==> config.mk <==
export PLATFORM = sky130hd
export DESIGN_NAME = tap_sequencer
export DESIGN_NICKNAME = d
export VERILOG_FILES = /design/src/rtl/tap_sequencer.sv
export SDC_FILE = /design/constraint.sdc
export NUM_CORES = 1
export LEC_CHECK = 0
export CAP_MARGIN = 40
export CORE_MARGIN = 5
export CORE_UTILIZATION = 35
export DETAILED_ROUTE_END_ITERATION = 12
export SETUP_SLACK_MARGIN = 0.05
export SKIP_CTS_REPAIR_TIMING = 1
export SYNTH_ARGS = -nofsm -noshare
export SYNTH_HDL_FRONTEND = slang
export SYNTH_SLANG_ARGS = --single-unit
==> constraint.sdc <==
create_clock -name GCLK -period 2.1 [get_ports GCLK]
set_input_delay 0.21 -clock GCLK [delete_from_list [all_inputs] [get_ports GCLK]]
set_output_delay 0.21 -clock GCLK [all_outputs]
set_load 0.01 [all_outputs]
==> src/rtl/tap_sequencer.sv <==
// TMS-driving initiator for a JTAG TAP: walks a shadow copy of the TAP state
// machine to a requested state along a shortest path, then optionally idles there.
module tap_sequencer #(
    parameter int HOLD_W = 8
) (
    input  logic              GCLK,
    input  logic              TRST,
    input  logic              cmd_valid,
    output logic              cmd_ready,
    input  logic [3:0]        cmd_target,
    input  logic [HOLD_W-1:0] cmd_hold,
    output logic              tms,
    output logic              tck_en,
    output logic [3:0]        cur_state,
    output logic              busy,
    output logic              done
);

    localparam logic [3:0] S_TLR = 4'hF;

    typedef enum logic [1:0] {
        ST_IDLE,
        ST_WALK,
        ST_HOLD,
        ST_DONE
    } state_e;

    function automatic logic [3:0] tap_next(input logic [3:0] s, input logic b);
        logic [3:0] n;
        n = s;
        case (s)
            4'hF: n = b ? 4'hF : 4'hC;
            4'hC: n = b ? 4'h7 : 4'hC;
            4'h7: n = b ? 4'h4 : 4'h6;
            4'h6: n = b ? 4'h1 : 4'h2;
            4'h2: n = b ? 4'h1 : 4'h2;
            4'h1: n = b ? 4'h5 : 4'h3;
            4'h3: n = b ? 4'h0 : 4'h3;
            4'h0: n = b ? 4'h5 : 4'h2;
            4'h5: n = b ? 4'h7 : 4'hC;
            4'h4: n = b ? 4'hF : 4'hE;
            4'hE: n = b ? 4'h9 : 4'hA;
            4'hA: n = b ? 4'h9 : 4'hA;
            4'h9: n = b ? 4'hD : 4'hB;
            4'hB: n = b ? 4'h8 : 4'hB;
            4'h8: n = b ? 4'hD : 4'hA;
            4'hD: n = b ? 4'h7 : 4'hC;
        endcase
        return n;
    endfunction

    function automatic logic is_stable(input logic [3:0] s);
        return (s == 4'hF) || (s == 4'hC) || (s == 4'h2) ||
               (s == 4'h3) || (s == 4'hA) || (s == 4'hB);
    endfunction

    // Breadth-first reach count from src to dst over the 16-state graph.
    function automatic logic [4:0] path_len(input logic [3:0] src, input logic [3:0] dst);
        logic [15:0] reach;
        logic [15:0] grow;
        logic [4:0]  len;
        reach = 16'd1 << src;
        grow  = '0;
        len   = 5'd0;
        for (int i = 0; i < 16; i++) begin
            if (!reach[dst]) begin
                grow = reach;
                for (int j = 0; j < 16; j++) begin
                    if (reach[j]) begin
                        grow[tap_next(4'(j), 1'b0)] = 1'b1;
                        grow[tap_next(4'(j), 1'b1)] = 1'b1;
                    end
                end
                reach = grow;
                len   = len + 5'd1;
            end
        end
        return len;
    endfunction

    // First-edge TMS for every (current, target) pair, resolved at elaboration.
    // A 1 is chosen only when it is strictly shorter, so ties go to TMS=0.
    function automatic logic [255:0] build_hop();
        logic [255:0] t;
        t = '0;
        for (int c = 0; c < 16; c++) begin
            for (int g = 0; g < 16; g++) begin
                t[c*16+g] = path_len(tap_next(4'(c), 1'b1), 4'(g)) <
                            path_len(tap_next(4'(c), 1'b0), 4'(g));
            end
        end
        return t;
    endfunction

    localparam logic [255:0] HOP_TBL = build_hop();

    state_e            state_q, state_d;
    logic [3:0]        cur_q, cur_d;
    logic [3:0]        tgt_q, tgt_d;
    logic [HOLD_W-1:0] hold_q, hold_d;
    logic              tms_q, tms_d;
    logic              tck_en_q, tck_en_d;
    logic              ready_q, ready_d;
    logic              busy_q, busy_d;
    logic              done_q, done_d;

    always_comb begin
        state_d  = state_q;
        cur_d    = cur_q;
        tgt_d    = tgt_q;
        hold_d   = hold_q;
        tms_d    = tms_q;
        tck_en_d = 1'b0;
        ready_d  = ready_q;
        busy_d   = busy_q;
        done_d   = 1'b0;
        case (state_q)
            ST_IDLE: begin
                if (cmd_valid && ready_q) begin
                    tgt_d   = cmd_target;
                    hold_d  = is_stable(cmd_target) ? cmd_hold : '0;
                    ready_d = 1'b0;
                    busy_d  = 1'b1;
                    // Already there: HOLD with a zero count completes on the next edge.
                    state_d = (cmd_target == cur_q) ? ST_HOLD : ST_WALK;
                end
            end
            ST_WALK, ST_HOLD: begin
                if (state_q == ST_WALK && cur_q != tgt_q) begin
                    tms_d    = HOP_TBL[{cur_q, tgt_q}];
                    tck_en_d = 1'b1;
                    cur_d    = tap_next(cur_q, tms_d);
                end else if (hold_q != '0) begin
                    tms_d    = (tgt_q == S_TLR);
                    tck_en_d = 1'b1;
                    hold_d   = hold_q - HOLD_W'(1);
                    state_d  = ST_HOLD;
                end else begin
                    done_d  = 1'b1;
                    busy_d  = 1'b0;
                    state_d = ST_DONE;
                end
            end
            ST_DONE: begin
                ready_d = 1'b1;
                state_d = ST_IDLE;
            end
            default: state_d = ST_IDLE;
        endcase
    end

    always_ff @(posedge GCLK or posedge TRST) begin
        if (TRST) begin
            state_q  <= ST_IDLE;
            cur_q    <= S_TLR;
            tgt_q    <= S_TLR;
            hold_q   <= '0;
            tms_q    <= 1'b1;
            tck_en_q <= 1'b0;
            ready_q  <= 1'b1;
            busy_q   <= 1'b0;
            done_q   <= 1'b0;
        end else begin
            state_q  <= state_d;
            cur_q    <= cur_d;
            tgt_q    <= tgt_d;
            hold_q   <= hold_d;
            tms_q    <= tms_d;
            tck_en_q <= tck_en_d;
            ready_q  <= ready_d;
            busy_q   <= busy_d;
            done_q   <= done_d;
        end
    end

    assign cmd_ready = ready_q;
    assign tms       = tms_q;
    assign tck_en    = tck_en_q;
    assign cur_state = cur_q;
    assign busy      = busy_q;
    assign done      = done_q;

endmodule

* Word level (Yosys, flattened, before mapping) *
Memory sizes are Yosys's and may differ from the RTL's.
Cells that the tools add are included.

word-level totals
  bits in registers = 23
  bits in read-only memories = 256
  output and inout port bits = 9
  logic and storage cells = 105
  memories kept = 1

memories
  name             words  width  read ports  clocked after Yosys merged registers in  wr ports  line  text
  (no name shown)  256    1      1           0                                        0         130   tms_d = HOP_TBL[{cur_q, tgt_q}];

cells by class
  $add $sub $neg = 1
  order comparisons = 1
  equal/unequal tests = 31
  muxes and demuxes = 38
  reduce and logical (&&, ||, !) cells = 24

operator list
  operator               number
  $eq A4 B4 Y1 const B   13
  $pmux W4 S12           1
  $mux W8                4
  $mux W2                9
  $eq A4 B2 Y1 const B   4
  $eq A4 B3 Y1 const B   4
  $pmux W8 S2            1
  $mux W1                15
  $mux W3                4
  $reduce_and A2 Y1      5
  $lt A8 B9 Y1 const B   1
  $ne A2 B2 Y1 const B   4
  $reduce_and A4 Y1      2
  $reduce_bool A8 Y1     1
  $sub A8 B1 Y8 const B  1
  $pmux W2 S3            1
  $reduce_bool A2 Y1     3
  $reduce_or A2 Y1       3
  $logic_or A1 B1 Y1     5
  $eq A2 B2 Y1 const B   2
  $eq A4 B1 Y1 const B   1
  $eq A4 B4 Y1           1
  $logic_not A4 Y1       1
  $mux W4                1
  other kinds (6)        8

* Logic depth before layout (Yosys ltp) *
Gate-level depths: netlist (run 1).

  word-level depth = 9
  depth in mapped cells = 7
  depth with buffers taken out = 7

* Worst setup path after synthesis (run 1) *
Ideal clock, no wire load.

  kind = reg2reg
  start point = register cur_q[3], in the netlist cur_state[3]
  end point = register hold_q[0]
  library setup time = 125 ps
  arrival time = 2106 ps
  slack = -131 ps
  stages on the path, launching flop included = 8
  period minus slack after synthesis = 2231 ps
  cell sequence = dfstp_2 clkbuf_1 xor2_1 o41a_1 o21a_4 nand2b_1 buf_6 mux2_4

between the ends
  word-level cells in the longest chain between the ends = 4

RTL lines
  element                             line  text
  start, declared                     98    logic [3:0] cur_q, cur_d;
  start signal, assigned              165   cur_q <= cur_d;
  $ne A4 B4 Y1                        129   if (state_q == ST_WALK && cur_q != tgt_q) begin
  $logic_and A1 B1 Y1                 129
  $ne A2 B2 Y1 (no source line)       n/a
  $reduce_and A4 Y1 (no source line)  n/a
  end signal, assigned                167   hold_q <= hold_d;
  end, declared                       100   logic [HOLD_W-1:0] hold_q, hold_d;

Every way passes these cells.
A chain may end at the register's enable or synchronous reset.

* Worst setup path after layout (run 1) *
  start point = register hold_q[6]
  end point = register hold_q[1]

between the ends
  word-level cells in the longest chain between the ends = 3

RTL lines
  element                             line  text
  $reduce_bool A8 Y1                  133   end else if (hold_q != '0) begin
  $ne A2 B2 Y1 (no source line)       n/a
  $reduce_and A4 Y1 (no source line)  n/a

Every way passes these cells.

==> impl_metrics.env, run 1 <==
export IMPL_status="finished clean"
export IMPL_clock_sinks=23
export IMPL_slew_headroom_pct=69.2
export IMPL_ys_warn_count=0
export IMPL_syn_area_sq_um=1690
export IMPL_hold_class="input port to asynchronous set/reset pin"
export IMPL_clkLatencyLatePin_ns=0.26
export IMPL_cts_reportedPaths_clkPinSlew_ns=0.09
export IMPL_finalHoldWorstSlack_ns=0.278
export IMPL_first_pass_iters=4
export IMPL_rsz0062_at_grt="yes"
export IMPL_layout_common_cells="buf_4 (25), clkdlybuf4s50_1 (23), o21ai_0 (20)"
export IMPL_htree_levels=1
export IMPL_layout_nets=255
export IMPL_drt_iter0_drc=126
export IMPL_pwr_share_comb_pct=68.9
export IMPL_drc=0
export IMPL_max_freq_ghz=0.487
export IMPL_synth_main_ff_cell="dfrtp_1"
export IMPL_antenna_found_initial=0
export IMPL_fin_area_sq_um=2220
export IMPL_cts_root_buf="clkbuf_8"
export IMPL_min_period_ns=2.05
export IMPL_die_x_um=79.5
export IMPL_end_kind="flip-flop"
export IMPL_cp_start_kind="flip-flop"
export IMPL_crit_chain="or4_4 -> nor4b_4 -> o21a_4 -> nand2b_4 -> mux2_4"
export IMPL_initial_utilization_pct=36.0
export IMPL_core_area_sq_um=4690
export IMPL_synth_seq_area_share_pct=34.8
export IMPL_p_clk_share_pct=7.5
export IMPL_ys_types=51
export IMPL_hpwl_um=3140
export IMPL_vias=1575
export IMPL_syn_inst=186
export IMPL_fin_crit_sh_pct=97.8
export IMPL_io_pins=24
export IMPL_final_layout_size_suffix_gt1_share_pct=24.8
export IMPL_drt_wl_total_um=4300
export IMPL_overflow=0
export IMPL_post_place_cells=274
export IMPL_dieArea_sq_um=6320
export IMPL_internal_power_mw=2.10
export IMPL_numCtsBuffers=3
export IMPL_swShare_pct=43.4
export IMPL_hold_viol=0
export IMPL_maxCapViolations=0
export IMPL_ys_ff_latch=23
export IMPL_via_per_inst=5.55
export IMPL_antenna_cells=0
export IMPL_syn_nets=210
export IMPL_globalplace_congestion=0.860
export IMPL_slew_viol_final=0
export IMPL_cts_buffer_depth=2
export IMPL_power_per_cell_area_nw_per_um2=1670
export IMPL_port_buffers=23
export IMPL_synth_edf_count=0
export IMPL_power_share_sequential_pct=23.6
export IMPL_final_common_cell="buf_4"
export IMPL_stdcell_count=284
export IMPL_ant_nets=0
export IMPL_cp_num_buf_inv=0
export IMPL_grt_total_usage_pct=13.9
export IMPL_setup_viol=0
export IMPL_max_stage_delay_ns=0.58
export IMPL_fp_dieH_um=79.5
export IMPL_n_fill_cell=460
export IMPL_syn_to_final_growth_pct=31.2
export IMPL_worst_pin_slew_ns=0.458
export IMPL_syn_avg_cell_area_sq_um=9.09
export IMPL_async_flop_share_pct=100
export IMPL_critPathKind="flip-flop to flip-flop"
export IMPL_crit_family="simple AND/OR/NAND/NOR gates"
export IMPL_avgRoutedWirePerCell_um=15.1
export IMPL_path_max_fanout=7
export IMPL_cp_slowest_cell="or4_4"
export IMPL_fin_skew_ns=0.00499
export IMPL_placement_cell_area_sq_um=2100
export IMPL_required_ns=2.25
export IMPL_vdd_drop_max_uv=878
export IMPL_grt_pass1_vias=1477
export IMPL_cts_tree="yes"
export IMPL_row_count=25
export IMPL_switchingPower_mw=1.61
export IMPL_grt_pass1_wl_um=7110
export IMPL_total_leakage_power_nw=0.918
export IMPL_arrival_ns=2.21
export IMPL_grt_max_degree=24
per-layer routing:
metal,vias up,track usage [%],part of all wire (%)
met5,-,0,0
met4,0,2.75,0.67
met3,4,2.03,2.7
met2,27,23.8,49
met1,771,18.6,47
li1,773,-,-
cell usage after synthesis (2+ instances only):
cell type | count | share of area (%)
dfrtp_1 | 13 | 19
a31oi_1 | 4 | 1.5
xor2_1 | 7 | 3.6
a21boi_0 | 2 | 0.89
nand2_1 | 8 | 1.8
nor3b_1 | 3 | 1.3
a22o_1 | 2 | 1.0
mux2_4 | 2 | 1.8
ha_1 | 9 | 6.7
o2111ai_1 | 2 | 1.0
nor3_1 | 3 | 0.89
o2bb2ai_1 | 2 | 1.0
nor2_1 | 7 | 1.6
mux2_2 | 6 | 4.0
inv_1 | 15 | 3.3
dfstp_2 | 10 | 16
and2_1 | 3 | 1.1
nand2b_1 | 6 | 2.2
nor2b_1 | 2 | 0.74
nand3_1 | 7 | 2.1
o41a_1 | 2 | 1.3
nand4_1 | 2 | 0.74
o211ai_1 | 3 | 1.3
and3_1 | 2 | 0.74
a21oi_1 | 12 | 3.6
a22oi_1 | 2 | 0.89
clkbuf_1 | 6 | 1.3
o21ai_0 | 21 | 6.2
cell type report:
| type | count | area (sq um) | area share, % |
|---|---|---|---|
| Clock buffer | 4 | 45.0 | 2.03 |
| Inverter | 16 | 60.1 | 2.71 |
| Multi-Input combinational cell | 139 | 1040 | 46.8 |
| Sequential cell | 23 | 588 | 26.5 |
| Tap cell | 54 | 67.6 | 3.05 |
| Timing Repair Buffer | 48 | 418 | 18.8 |
logic make-up (layout without fill, tap and decap cells):
logic type / Yosys count / after routing / share of synthesized area [%]
xor gates and xnor gates: 8 / 8 / 4.15
and+or+nand+nor: 50 / 50 / 17.5
muxes: 8 / 8 / 5.77
adders and majority gates: 9 / 9 / 6.66
buffers and inverters: 24 / 68 / 5.85
AOI/OAI and AO/OA: 64 / 64 / 25.3
DFF: 23 / 23 / 34.8
worst register-to-register path: stages, from the launching register on:
cell	delay (ns)
dfrtp_1	0.40
or4_4	0.58
nor4b_4	0.31
o21a_4	0.18
nand2b_4	0.18
mux2_4	0.31
flip-flops by register name (all words and copies together) (netlist names):
name       flops
busy           1
cmd_ready      1
cur_state      4
done           1
hold_q         8
state_q        2
tck_en         1
tgt_q          4
tms            1
stage by stage:
stage / setup WS, ns / TNS [ns] / util, % / total power [mW]
detailed placement: 0.0190 / 0 / 44.7 / 3.24
floorplan: 0.0118 / 0 / - / 2.48
global route: -0.0199 / -0.0344 / 47.3 / 4.04
CTS: -0.00276 / -0.00276 / 45.7 / 3.54
finish: 0.0453 / 0 / 47.3 / 3.71
global placement: 0.0691 / 0 / 44.7 / 3.24
power by group through the flow:
stage                     logic, mW  registers, mW  clock network [mW]
after floorplan                1.59          0.894                   0
after global placement         2.36          0.879                   0
after detailed placement       2.36          0.880                   0
after CTS                      2.37          0.874               0.289
after global routing           2.83          0.904               0.311
final                          2.56          0.877               0.278
final timing paths:
path | end | slack (ns) | cells after the start | start
max | hold_q[1] | 0.05 | 5 | hold_q[6]
min | tck_en | 0.28 | 3 | TRST
max reg2reg | hold_q[1] | 0.05 | 5 | hold_q[6]
min reg2reg | busy | 0.51 | 1 | busy
max in group asynchronous | cur_state[2] | 1.52 | 3 | TRST
min in group GCLK | busy | 0.51 | 1 | busy
Power figures use the tool's default switching activity.
==> run 2, diff against run 1 <==
CORE_MARGIN = 10   (was 5)
==> impl_metrics.env, run 2 (same netlist as run 1, synthesis figures left out) <==
export IMPL_status="finished clean"
export IMPL_vdd_drop_max_uv=737
export IMPL_worst_pin_slew_ns=0.391
export IMPL_slew_headroom_pct=73.7
export IMPL_final_layout_size_suffix_gt1_share_pct=24.3
export IMPL_hold_class="input port to asynchronous set/reset pin"
export IMPL_placement_cell_area_sq_um=2090
export IMPL_grt_total_usage_pct=11.3
export IMPL_hold_viol=0
export IMPL_cts_reportedPaths_clkPinSlew_ns=0.08
export IMPL_dieArea_sq_um=8010
export IMPL_r2r_start="tgt_q[0]"
export IMPL_largest_reg_flops=8
export IMPL_min_period_ns=2.05
export IMPL_fin_crit_sh_pct=97.5
export IMPL_pre_cts_ws_ns=0.0342
export IMPL_clkLatencyLatePin_ns=0.27
export IMPL_regToRegSetupSlack_ns=0.05
export IMPL_initial_utilization_pct=36.0
export IMPL_cts_buffer_depth=2
export IMPL_grt_pass1_wl_um=7270
export IMPL_antenna_found_initial=0
export IMPL_arrival_ns=2.20
export IMPL_core_area_sq_um=4690
export IMPL_drc=0
export IMPL_reg2regPathDepth=5
export IMPL_fin_skew_ns=0.00506
export IMPL_total_leakage_power_nw=0.900
export IMPL_grt_pass1_vias=1563
export IMPL_critPathKind="flip-flop to flip-flop"
export IMPL_numCtsBuffers=3
export IMPL_max_freq_ghz=0.489
export IMPL_clock_sinks=23
export IMPL_vias=1518
export IMPL_htree_levels=1
export IMPL_stdcell_count=280
export IMPL_first_pass_iters=4
export IMPL_fin_area_sq_um=2190
export IMPL_globalplace_congestion=0.857
export IMPL_layout_common_cells="clkdlybuf4s50_1 (23), buf_4 (21), o21ai_0 (20)"
export IMPL_via_per_inst=5.42
export IMPL_required_ns=2.25
export IMPL_drt_wl_total_um=4350
export IMPL_end_kind="flip-flop"
export IMPL_reg2reg_to="hold_q[1]"
export IMPL_cts_root_buf="clkbuf_8"
export IMPL_hpwl_um=3270
export IMPL_avgRoutedWirePerCell_um=15.5
export IMPL_die_x_um=89.5
export IMPL_largest_register="hold_q"
export IMPL_final_common_cell="clkdlybuf4s50_1"
export IMPL_finalHoldWorstSlack_ns=0.281
export IMPL_n_fill_cell=470
export IMPL_setup_ws_ns=0.0534
export IMPL_maxCapViolations=0
export IMPL_power_per_cell_area_nw_per_um2=1660
export IMPL_path_max_fanout=8
export IMPL_syn_to_final_growth_pct=29.8
export IMPL_setup_viol=0
export IMPL_antenna_cells=0
export IMPL_port_buffers=23
export IMPL_layout_nets=251
export IMPL_slew_viol_final=0
export IMPL_fp_dieH_um=89.5
export IMPL_io_pins=24
export IMPL_p_total_mw=3.64
export IMPL_grt_max_degree=24
export IMPL_rsz0062_at_grt="yes"
export IMPL_overflow=0
export IMPL_cts_tree="yes"
export IMPL_cp_start_kind="flip-flop"
export IMPL_drt_iter0_drc=52
export IMPL_post_place_cells=273
export IMPL_ant_nets=0
export IMPL_row_count=25
[run 2: cell types whose count changed in the layout (fill, tap and decap cells not counted), sizes merged]
cell and change:
buf -4
[run 2: stage by stage]
stage,utilization (%),TNS [ns]
detailed placement,44.6,0
finish,46.8,0
CTS,45.5,0
floorplan,-,0
global route,46.8,-0.0488
global placement,44.6,0
[run 2: routing by layer]
layer  global-route usage [%]  vias up  routed length (um)
met4                     3.18        0                  48
met1                     13.3      718                1990
met5                        0        -                   0
li1                         -      765                   -
met2                     20.3       30                2160
met3                     2.19        5                 148
[run 2: cell type report]
cell class | instances | area, sq um | area share [%]
sequential | 23 | 588 | 26.8
multi-input combinational | 139 | 1050 | 47.7
inverter | 16 | 60.1 | 2.74
timing repair buffer | 44 | 388 | 17.7
tap | 54 | 67.6 | 3.08
clock buffer | 4 | 45.0 | 2.05
[run 2: how the worst max path moves through the flow]
stage,to,from,cells after the start,slack [ns]
final,hold_q[1],tgt_q[0],5,0.05
after global routing,hold_q[1],hold_q[4],5,-0.03
after CTS,cur_state[1],tgt_q[0],7,0.02
after detailed placement,cur_state[1],tgt_q[0],7,0.03
after global placement,cur_state[1],tgt_q[0],7,0.06
after floorplan,hold_q[0],cur_state[3],7,0.01
[run 2: worst max-delay path, stage by stage, from the launching register on]
cell and delay [ns]:
dfstp_2 0.58, xor2_1 0.10, o41a_1 0.50, o21a_4 0.26
nand2b_4 0.18, mux2_4 0.31
[run 2: power breakdown]
| part | leakage [nW] | internal, mW | switching [mW] |
|---|---|---|---|
| logic | 0.609 | 1.20 | 1.28 |
| registers | 0.269 | 0.707 | 0.167 |
| clock network | 0.0228 | 0.136 | 0.140 |
| total | 0.900 | 2.05 | 1.59 |
==> run 3, diff against run 2 <==
CAP_MARGIN = 15   (was 40)
==> results of run 3 <==
No change in the layout: final DEF, timing and power equal those of run 2.
